--- config.mk ---
export PLATFORM = sky130hd
export DESIGN_NAME = sdram_frame_reader
export DESIGN_NICKNAME = d
export VERILOG_FILES = /design/src/rtl/frame_reader_pkg.sv /design/src/rtl/sdram_rd_fifo.sv /design/src/rtl/sdram_frame_reader.sv
export SDC_FILE = /design/constraint.sdc
export NUM_CORES = 1
export LEC_CHECK = 0
export CAP_MARGIN = 0
export CORE_AREA = 10 10 213 417
export CTS_CLUSTER_SIZE = 8
export DETAILED_ROUTE_END_ITERATION = 10
export DIE_AREA = 0 0 223 427
export PLACE_DENSITY_LB_ADDON = 0.08
export SYNTH_ARGS = -nofsm -noshare
export SYNTH_HDL_FRONTEND = slang
export SYNTH_HIERARCHICAL = 1
export SYNTH_SLANG_ARGS = --single-unit
--- constraint.sdc ---
create_clock -name clk -period 13.2 [get_ports clk]
set_input_delay 2.64 -clock clk [delete_from_list [all_inputs] [get_ports clk]]
set_output_delay 2.64 -clock clk [all_outputs]
set_load 0.02 [all_outputs]
--- src/rtl/frame_reader_pkg.sv ---
// Shared definitions for the SDRAM frame reader.
//   state_t / St*   : controller states (IDLE, ISSUE, WAIT, DONE)
//   SDRAM_BASE      : byte address of the frame buffer
//   FRAME_WORDS     : 32-bit words in one 640x480 frame
//   BYTES_PER_WORD  : address stride between consecutive pixel words
package frame_reader_pkg;

  typedef logic [1:0] state_t;

  localparam state_t StIdle  = 2'd0;
  localparam state_t StIssue = 2'd1;
  localparam state_t StWait  = 2'd2;
  localparam state_t StDone  = 2'd3;

  localparam logic [31:0]  SDRAM_BASE     = 32'h0800_0000;
  localparam int unsigned  FRAME_WORDS    = 307200;
  localparam int unsigned  BYTES_PER_WORD = 4;

endpackage

--- src/rtl/sdram_rd_fifo.sv ---
// Return-data FIFO for the frame reader.
//   clk, reset_n : clock, asynchronous active-low reset (clears pointers/count)
//   push, push_data : write one word (ignored when full)
//   pop, pop_data   : pop_data is the head word, zero when empty; pop ignored when empty
//   full, empty, count : occupancy status
// DEPTH must be a power of two so the pointers wrap naturally.
module sdram_rd_fifo #(
  parameter int unsigned WIDTH = 32,
  parameter int unsigned DEPTH = 8
) (
  input  logic                     clk,
  input  logic                     reset_n,
  input  logic                     push,
  input  logic [WIDTH-1:0]         push_data,
  input  logic                     pop,
  output logic [WIDTH-1:0]         pop_data,
  output logic                     full,
  output logic                     empty,
  output logic [$clog2(DEPTH):0]   count
);

  localparam int unsigned PW = $clog2(DEPTH);
  localparam int unsigned CW = PW + 1;

  logic [WIDTH-1:0] mem_q [DEPTH];
  logic [PW-1:0]    wr_ptr_q, rd_ptr_q;
  logic [CW-1:0]    count_q;
  logic             push_en, pop_en;

  assign full    = (count_q == CW'(DEPTH));
  assign empty   = (count_q == '0);
  assign count   = count_q;
  assign push_en = push && !full;
  assign pop_en  = pop && !empty;

  // Gate the head so an empty FIFO presents zero rather than stale data.
  assign pop_data = empty ? '0 : mem_q[rd_ptr_q];

  always_ff @(posedge clk or negedge reset_n) begin
    if (!reset_n) begin
      wr_ptr_q <= '0;
      rd_ptr_q <= '0;
      count_q  <= '0;
    end else begin
      if (push_en) wr_ptr_q <= wr_ptr_q + PW'(1);
      if (pop_en)  rd_ptr_q <= rd_ptr_q + PW'(1);
      case ({push_en, pop_en})
        2'b10:   count_q <= count_q + CW'(1);
        2'b01:   count_q <= count_q - CW'(1);
        default: count_q <= count_q;
      endcase
    end
  end

  // Storage needs no reset: nothing is visible until a push makes it valid.
  always_ff @(posedge clk) begin
    if (push_en) mem_q[wr_ptr_q] <= push_data;
  end

endmodule

--- src/rtl/sdram_frame_reader.sv ---
// Avalon-MM pipelined read master that fetches a contiguous run of pixel words
// and streams them out through a small FIFO, accumulating a 32-bit checksum.
//   clk, reset_n          : clock, asynchronous active-low reset
//   start                 : one-cycle run request, honoured only when idle
//   base_addr, word_count : run parameters, sampled on an accepted start
//   busy, done            : run in progress / one-cycle completion pulse
//   checksum              : sum mod 2^DATAWIDTH of the words returned this run
//   master_*              : Avalon-MM read master (address, read, waitrequest,
//                           readdata, readdatavalid)
//   out_data/valid/ready  : valid/ready output stream (FIFO head)
module sdram_frame_reader
  import frame_reader_pkg::*;
#(
  parameter int unsigned ADDRESSWIDTH    = 26,
  parameter int unsigned DATAWIDTH       = 32,
  parameter int unsigned LENWIDTH        = 20,
  parameter int unsigned FIFO_DEPTH      = 8,
  parameter int unsigned MAX_OUTSTANDING = 4
) (
  input  logic                    clk,
  input  logic                    reset_n,
  input  logic                    start,
  input  logic [ADDRESSWIDTH-1:0] base_addr,
  input  logic [LENWIDTH-1:0]     word_count,
  output logic                    busy,
  output logic                    done,
  output logic [DATAWIDTH-1:0]    checksum,
  output logic [ADDRESSWIDTH-1:0] master_address,
  output logic                    master_read,
  input  logic                    master_waitrequest,
  input  logic [DATAWIDTH-1:0]    master_readdata,
  input  logic                    master_readdatavalid,
  output logic [DATAWIDTH-1:0]    out_data,
  output logic                    out_valid,
  input  logic                    out_ready
);

  localparam int unsigned CW = $clog2(FIFO_DEPTH) + 1;
  localparam int unsigned OW = $clog2(MAX_OUTSTANDING + 1);

  state_t                  state_q, state_d;
  logic [ADDRESSWIDTH-1:0] base_q, base_d;
  logic [LENWIDTH-1:0]     count_q, count_d;
  logic [LENWIDTH-1:0]     issued_q, issued_d;
  logic [LENWIDTH-1:0]     received_q, received_d;
  logic [OW-1:0]           outstanding_q, outstanding_d;
  logic [DATAWIDTH-1:0]    checksum_q, checksum_d;
  logic                    read_q, read_d;
  logic [ADDRESSWIDTH-1:0] addr_q, addr_d;

  logic                    rd_accept, rv_take, pop_take, fifo_push;
  logic                    fifo_full, fifo_empty;
  logic [CW-1:0]           fifo_count, fifo_cnt_next;
  logic [31:0]             credit_next;

  assign rd_accept = read_q && !master_waitrequest;
  // Returns seen while idle belong to a run that was aborted by reset.
  assign rv_take   = master_readdatavalid && (state_q != StIdle);
  assign fifo_push = rv_take && !fifo_full;
  assign pop_take  = out_valid && out_ready;

  assign fifo_cnt_next = fifo_count + CW'(fifo_push) - CW'(pop_take);

  sdram_rd_fifo #(
    .WIDTH (DATAWIDTH),
    .DEPTH (FIFO_DEPTH)
  ) u_fifo (
    .clk       (clk),
    .reset_n   (reset_n),
    .push      (fifo_push),
    .push_data (master_readdata),
    .pop       (pop_take),
    .pop_data  (out_data),
    .full      (fifo_full),
    .empty     (fifo_empty),
    .count     (fifo_count)
  );

  // Next-state counters and FSM.
  always_comb begin
    state_d       = state_q;
    base_d        = base_q;
    count_d       = count_q;
    issued_d      = issued_q;
    received_d    = received_q;
    outstanding_d = outstanding_q;
    checksum_d    = checksum_q;

    if (rd_accept) issued_d = issued_q + LENWIDTH'(1);

    if (rd_accept && !rv_take) begin
      outstanding_d = outstanding_q + OW'(1);
    end else if (!rd_accept && rv_take) begin
      outstanding_d = outstanding_q - OW'(1);
    end

    if (rv_take) begin
      received_d = received_q + LENWIDTH'(1);
      checksum_d = checksum_q + master_readdata;
    end

    case (state_q)
      StIdle: begin
        if (start) begin
          base_d        = {base_addr[ADDRESSWIDTH-1:2], 2'b00};
          count_d       = word_count;
          issued_d      = '0;
          received_d    = '0;
          outstanding_d = '0;
          checksum_d    = '0;
          state_d       = (word_count == '0) ? StDone : StIssue;
        end
      end
      StIssue: begin
        if (issued_d == count_q) state_d = StWait;
      end
      StWait: begin
        if ((received_q == count_q) && fifo_empty) state_d = StDone;
      end
      default: state_d = StIdle;
    endcase
  end

  // The read request is registered, so its qualification is evaluated against
  // next-cycle counts. While the request waits, outstanding+fifo_count can only
  // shrink, so a held request stays within the credit limit.
  always_comb begin
    credit_next = 32'(outstanding_d) + 32'(fifo_cnt_next);
    read_d      = 1'b0;
    addr_d      = addr_q;
    if (read_q && master_waitrequest) begin
      read_d = 1'b1;
    end else begin
      read_d = (state_d == StIssue) && (issued_d < count_d) &&
               (outstanding_d < OW'(MAX_OUTSTANDING)) && (credit_next < FIFO_DEPTH);
      if (read_d) begin
        addr_d = base_d + ADDRESSWIDTH'(issued_d) * ADDRESSWIDTH'(BYTES_PER_WORD);
      end
    end
  end

  always_ff @(posedge clk or negedge reset_n) begin
    if (!reset_n) begin
      state_q       <= StIdle;
      base_q        <= '0;
      count_q       <= '0;
      issued_q      <= '0;
      received_q    <= '0;
      outstanding_q <= '0;
      checksum_q    <= '0;
      read_q        <= 1'b0;
      addr_q        <= '0;
    end else begin
      state_q       <= state_d;
      base_q        <= base_d;
      count_q       <= count_d;
      issued_q      <= issued_d;
      received_q    <= received_d;
      outstanding_q <= outstanding_d;
      checksum_q    <= checksum_d;
      read_q        <= read_d;
      addr_q        <= addr_d;
    end
  end

  assign busy           = (state_q != StIdle);
  assign done           = (state_q == StDone);
  assign checksum       = checksum_q;
  assign master_read    = read_q;
  assign master_address = addr_q;
  assign out_valid      = !fifo_empty;

endmodule

# Word-level counts from Yosys, hierarchy flattened
# Memories as Yosys holds them, arrays and structs flattened.
# Index checks and enable logic that the tools add are counted.
# word_totals
inputBits	84
n_memories	1
word_cells	90
ramBits	256
out_inout_bits	94
regBits	160
# classes
addsub	13
eq_ne	9
bitwise	1
n_reduce_logical	24
order_cmp	3
muxes	27
# mem_list
name	words	word_bits	rd	rd_clocked_by_memory_dff	wr	line	rtl
u_fifo.mem_q	8	32	1	0	1	sdram_rd_fifo.sv:25	logic [WIDTH-1:0] mem_q [DEPTH];
# ops
op	n
2-to-1 mux 20 bit	8
2-to-1 mux 32 bit	4
2-to-1 mux 26 bit	2
adder 20 x 1 -> 20 bit (second input constant)	2
equality test 20 bit	2
adder 32 bit	1
adder 26 x 22 -> 26 bit	1
logical NOT 20 bit	1
< comparator 20 bit	1
logical AND 1 bit	13
2-to-1 mux 3 bit	4
adder 3 x 1 -> 3 bit (second input constant)	3
2-to-1 mux 2 bit	4
case mux 4 bit (2 select lines)	1
equality test 2 x 1 -> 1 bit (second input constant)	3
equality test 2 bit (second input constant)	3
case mux 2 bit (3 select lines)	1
adder 3 x 4 -> 5 bit	1
logical NOT 1 bit	5
< comparator 5 x 4 -> 1 bit (second input constant)	1
adder 4 x 1 -> 4 bit	1
adder 4 x 1 -> 4 bit (second input constant)	1
equality test 4 bit (second input constant)	1
logical NOT 4 bit	1
9 further kinds	12

# Logic depth before layout (Yosys ltp)
# logic_depth
ltp_word	12
mapped_depth	19
ltp_nobuf	16

# Cells and area by module
# The synthesis kept the hierarchy.
# modules_own_cells
mod	area_per_inst_um2	cells_each	n_inst
sdram_rd_fifo	10332.4	466	1
sdram_frame_reader	10059.6	1072	1

# Least setup slack after synthesis
# OpenSTA, ideal clock, no wires.
# synth_timing
kind	in2reg
startpoint	input start
endpoint	register addr_q[24] (netlist: master_address[24])
setup_slack_ps	6189
n_path_buf	3
required_time_ps	13075
path_stages	17
arrival_ps	6886
path_cell_list	nor3b_1 clkbuf_1 clkbuf_1 buf_1 nor2_1 ha_1 fa_1 a211o_1 a2111oi_0 o31ai_1 a21oi_1 o211ai_1 a31o_2 a21oi_1 nor3_1 xnor2_1 mux2_4
# synth_between
elab_chain_len	7
word_cells_on_any_way	20
cone_classes	2 x add/sub; 3 x order compare; 1 x eq/ne; 10 x mux; 4 x reduce/logical
# synth_lines
element	line	rtl
start, declared	sdram_frame_reader.sv:22	input logic start,
2-to-1 mux 20 bit (*)	sdram_frame_reader.sv:104	if (start) begin
2-to-1 mux 20 bit (*)	sdram_frame_reader.sv:102	case (state_q)
named net issued_d[0]	sdram_frame_reader.sv:44	logic [LENWIDTH-1:0] issued_q, issued_d;
< comparator 20 bit	sdram_frame_reader.sv:134	read_d = (state_d == StIssue) && (issued_d < count_d) &&
logical AND 1 bit (2 in a row)	sdram_frame_reader.sv:134	
logical AND 1 bit	sdram_frame_reader.sv:135	(outstanding_d < OW'(MAX_OUTSTANDING)) && (credit_next < FIFO_DEPTH);
AND reduction 2 bit (no source line)	--	
end signal, assigned	sdram_frame_reader.sv:162	addr_q <= addr_d;
end, declared	sdram_frame_reader.sv:49	logic [ADDRESSWIDTH-1:0] addr_q, addr_d;
# Mark *: on every way through the listed nets, which the timed path passes. The rest lies on a longest branch.
# A chain may end at the register's enable or synchronous reset.

# Final worst setup path
# layout_timing
startpoint	input master_waitrequest
endpoint	register addr_q[24] (netlist: master_address[24])
# layout_between
word_cells_on_any_way	27
cone_classes	2 x add/sub; 3 x order compare; 2 x eq/ne; 9 x mux; 1 x bitwise; 10 x reduce/logical
# layout_rtl
element	line	rtl
start, declared	sdram_frame_reader.sv:30	input logic master_waitrequest,
logical NOT 1 bit (*)	sdram_frame_reader.sv:56	assign rd_accept = read_q && !master_waitrequest;
logical AND 1 bit (*)	sdram_frame_reader.sv:56	
2-to-1 mux 20 bit (*)	sdram_frame_reader.sv:89	if (rd_accept) issued_d = issued_q + LENWIDTH'(1);
2-to-1 mux 20 bit	sdram_frame_reader.sv:104	
2-to-1 mux 20 bit (*)	sdram_frame_reader.sv:102	
named net issued_d[0]	sdram_frame_reader.sv:44	
< comparator 20 bit	sdram_frame_reader.sv:134	
logical AND 1 bit (2 in a row)	sdram_frame_reader.sv:134	
logical AND 1 bit	sdram_frame_reader.sv:135	
AND reduction 2 bit (no source line)	--	
# Marked as above.

==> key figures <==
Synth
  – Mean post-synth cell area: 13.3 µm²
  – Yosys warning count: 6
  – Register area share after synthesis: 57.3%
  – Ys async rst share: 38.5%
  – FF+latch count, synth: 416
  – Share of the synthesized area in the top cell type: 37.7%
  – Post-synthesis net count: 1710
  – Synth top area cells: edfxtp_1 38%, dfrtp_1 20%, mux4_2 7.1%, ha_1 5.2%, xnor2_1 3.1%
  – Post-synth EDFFs: 256
  – Post-Syn Instances: 1538
  – Count of unique library cells instantiated by Yosys: 74
  – Post-synth top flop: edfxtp_1
  – Synthesized cell area: 20400 µm²
  – Synth area leader: edfxtp_1

Place
  – Final Wtd Congestion: 0.796
  – Buffers on Ports: 175
  – HPWL after DPL: 46000 µm

Routing
  – DR iter-0 viols: 649
  – Post-Route WL: 66800 µm
  – Via count: 13.1k
  – # DRC: 0
  – Final ANT Viol Nets: 0
  – Via/cell ratio: 4.64
  – Wire length per cell: 23.6 µm
  – TritonRoute pass-1 iters: 4

STA
  – Fmax: 129 MHz
  – Worst Tran Pin Value: 1.16 ns
  – RSZ-0062 raised after global routing: no
  – # setup viols final: 0
  – Tmin final: 7.77 ns
  – Final period util: 58.8%
  – Worst hold slack: 0.473 ns
  – Slew Limit Fails: 0
  – Count of final hold-check violations: 0
  – Setup_tns: 0 ns
  – Slew margin rel.: 21.7%
  – Fin Clk Skew: 0.0349 ns

Worst setup path
  – Worst r2r src: master_read
  – Critical Path RT: 13.70 ns
  – Crit path from: master_waitrequest
  – Crit. End Element: register
  – Critical-path top delay cell: a2111oi_0
  – CP Launch Type: input pin
  – Crit. path cell count: 16
  – Reg-to-Reg End: master_address[24]
  – Top Family by Delay on Critical Path: compound AO/OA/AOI/OAI gates
  – Crit path DAT: 8.27 ns
  – Critical path peak fanout: 8
  – Reg2reg path depth: 15
  – Last element of the critical path: master_address[24]
  – Reg2Reg Setup Slack: 7.48 ns
  – Worst-path cell chain: clkdlybuf4s50_1 -> nor2b_1 -> xnor2_1 -> nor2_1 -> ha_1 -> fa_1 -> a211o_1 -> a2111oi_0 -> o31ai_1 -> a21oi_1 -> o211ai_1 -> a31o_2 -> a21oi_1 -> nor3_1 -> xnor2_1 -> mux2_4
  – Critical path class: input pin to register
  – CP Buf/Inv Count: 1
  – Max stage delay on crit path: 0.79 ns

Floorplanning
  – Core footprint: 82200 µm²
  – Die Wd: 223 µm
  – Chip Height: 427 µm
  – Die area: 95200 µm²
  – Starting density of the core: 24.8%
  – # rows: 149
  – I/O pins: 178

Global routing
  – Total gr overflow: 0
  – First-pass GRT wire length: 98200 µm
  – GRT Total Usage: 13.9%
  – Vias in the first global route: 14.7k
  – Largest net degree at the start of global routing: 60
  – Antenna violations before repair: 1

Clock network
  – TritonCTS Buffers: 57
  – CTS root buf: clkbuf_16
  – CTS Sinks: 416
  – Clk slew on worst S/H paths: 0.05 ns
  – CTS tree: built
  – Setup Fix Bufs, Post-CTS: 0
  – Post-CTS Hold Buffers: 0
  – Clk buf depth: 3
  – H-tree Lvls: 2
  – Skew-Pair Late Insertion Delay: 0.63 ns
  – Post-CTS resize count: 0

Power
  – Int Power: 3.71 mW
  – LEAKAGE: 9.75 nW
  – Max VDD drop: 106 µV
  – Total net switching power: 2.34 mW
  – Power per cell area: 242 nW/µm²
  – Switching part of the total: 38.7%
  – Combinational power share: 44.3%
  – Clock share of power: 22.9%
  – Flop pwr share: 32.8%

Cells and area
  – Nets: 1907
  – Layout cells sized above 1: 11.0%
  – Area grow syn2layout: 22.5%
  – Diode count: 0

Run
  – Max-Cap Viols: 0

Worst hold path
  – Hold Crit Class: register to register

Outcome
  – Run status: completed
## cell usage in the layout, fill, tap and decap left out, types with 49 or more instances in the layout
| cell type | netlist | final |
|---|---|---|
| a21oi_1 | 62 | 62 |
| clkbuf_16 | 0 | 57 |
| clkdlybuf4s50_1 | 0 | 174 |
| dfrtp_1 | 160 | 157 |
| edfxtp_1 | 256 | 256 |
| ha_1 | 85 | 85 |
| inv_1 | 49 | 49 |
| mux2i_1 | 58 | 58 |
| mux4_2 | 64 | 64 |
| nand2_1 | 147 | 147 |
| nor2_1 | 122 | 115 |
| xnor2_1 | 72 | 72 |
| xor2_1 | 64 | 64 |
## final cells by class
type | count | area (µm²)
Inverter | 50 | 188
Clock inverter | 2 | 40.0
Fill cell | 8385 | 57200
Timing Repair Buffer | 195 | 1900
Clock buffer | 92 | 1560
Tap cell | 1057 | 1320
Sequential cell | 416 | 11700
Multi-Input combinational cell | 1015 | 8280
## power by group through the flow
stage,sequential [mW],combinational (mW),clock (mW)
2_1_floorplan,1.96,1.75,0
3_3_place_gp,2.02,2.75,0
3_5_place_dp,2.02,2.76,0
4_1_cts,2.00,2.77,1.44
5_1_grt,2.04,2.95,1.48
6_report,1.99,2.68,1.38
## Yosys cell counts, drive strengths merged, types with 27 or more instances
cell type  number
nor2          122
clkbuf         32
ha             85
nand2         147
mux2           27
inv            50
xnor2          72
o21ai          30
a21o           30
dfrtp         160
mux2i          58
edfxtp        256
xor2           64
mux4           64
a21oi          63
## worst min-delay path by stage
stage | cells after the start | to | slack [ns] | from
after CTS | 2 | base_q[17] | 0.48 | base_q[17]
after global routing | 2 | base_q[20] | 0.51 | base_q[20]
after detailed placement | 2 | base_q[17] | 0.46 | base_q[17]
after global placement | 2 | base_q[8] | 0.46 | base_q[8]
after floorplan | 2 | base_q[10] | 0.45 | base_q[10]
final | 2 | base_q[21] | 0.47 | base_q[21]
## cells by family (layout without fill, tap and decap cells)
logic type	count (synthesis)	count (layout)	synth area share [%]
simple gates	425	425	9.95
compound gates	213	213	6.90
buf+inv	107	339	2.42
flops	416	416	57.3
mux	149	149	11.6
fa+ha+maj	88	88	5.51
xor+xnor	140	140	6.28
## stage by stage
step	instance area [µm²]	std cells	setup slack [ns]	util [%]	total power, mW
6_report	25000	2827	5.43	30.4	6.05
5_1_grt	25000	2827	5.15	30.4	6.48
4_1_cts	25000	2827	5.30	30.4	6.22
3_5_place_dp	23400	2733	4.62	28.5	4.79
3_3_place_gp	23400	2733	4.70	28.5	4.76
2_1_floorplan	20400	1538	6.19	-	3.71
## state kept, by name (all words and copies together) (netlist names)
signal / cells
u_fifo/mem_q: 256
checksum: 32
base_q: 26
master_address: 26
count_q: 20
issued_q: 20
received_q: 20
u_fifo/count: 4
outstanding_q: 3
u_fifo/rd_ptr_q: 3
u_fifo/wr_ptr_q: 3
state_q: 2
master_read: 1
## worst reg2reg max path, cell delays in order, from the launching register on
cell       delay [ns]
dfrtp_1          0.63
nor2b_1          0.76
xnor2_1          0.24
nor2_1           0.10
ha_1             0.27
fa_1             0.44
a211o_1          0.31
a2111oi_0        0.79
o31ai_1          0.32
a21oi_1          0.47
o211ai_1         0.25
a31o_2           0.28
a21oi_1          0.26
nor3_1           0.10
xnor2_1          0.13
mux2_4           0.26
## per-layer routing
layer | vias to the layer above | global-route usage [%] | share of wire (%)
li1 | 6086 | - | -
met1 | 6641 | 13.5 | 35
met2 | 286 | 27.8 | 57
met3 | 108 | 2.73 | 4.2
met4 | 0 | 5.11 | 3.3
met5 | - | 0 | 0
(Power assumes the default switching activity.)
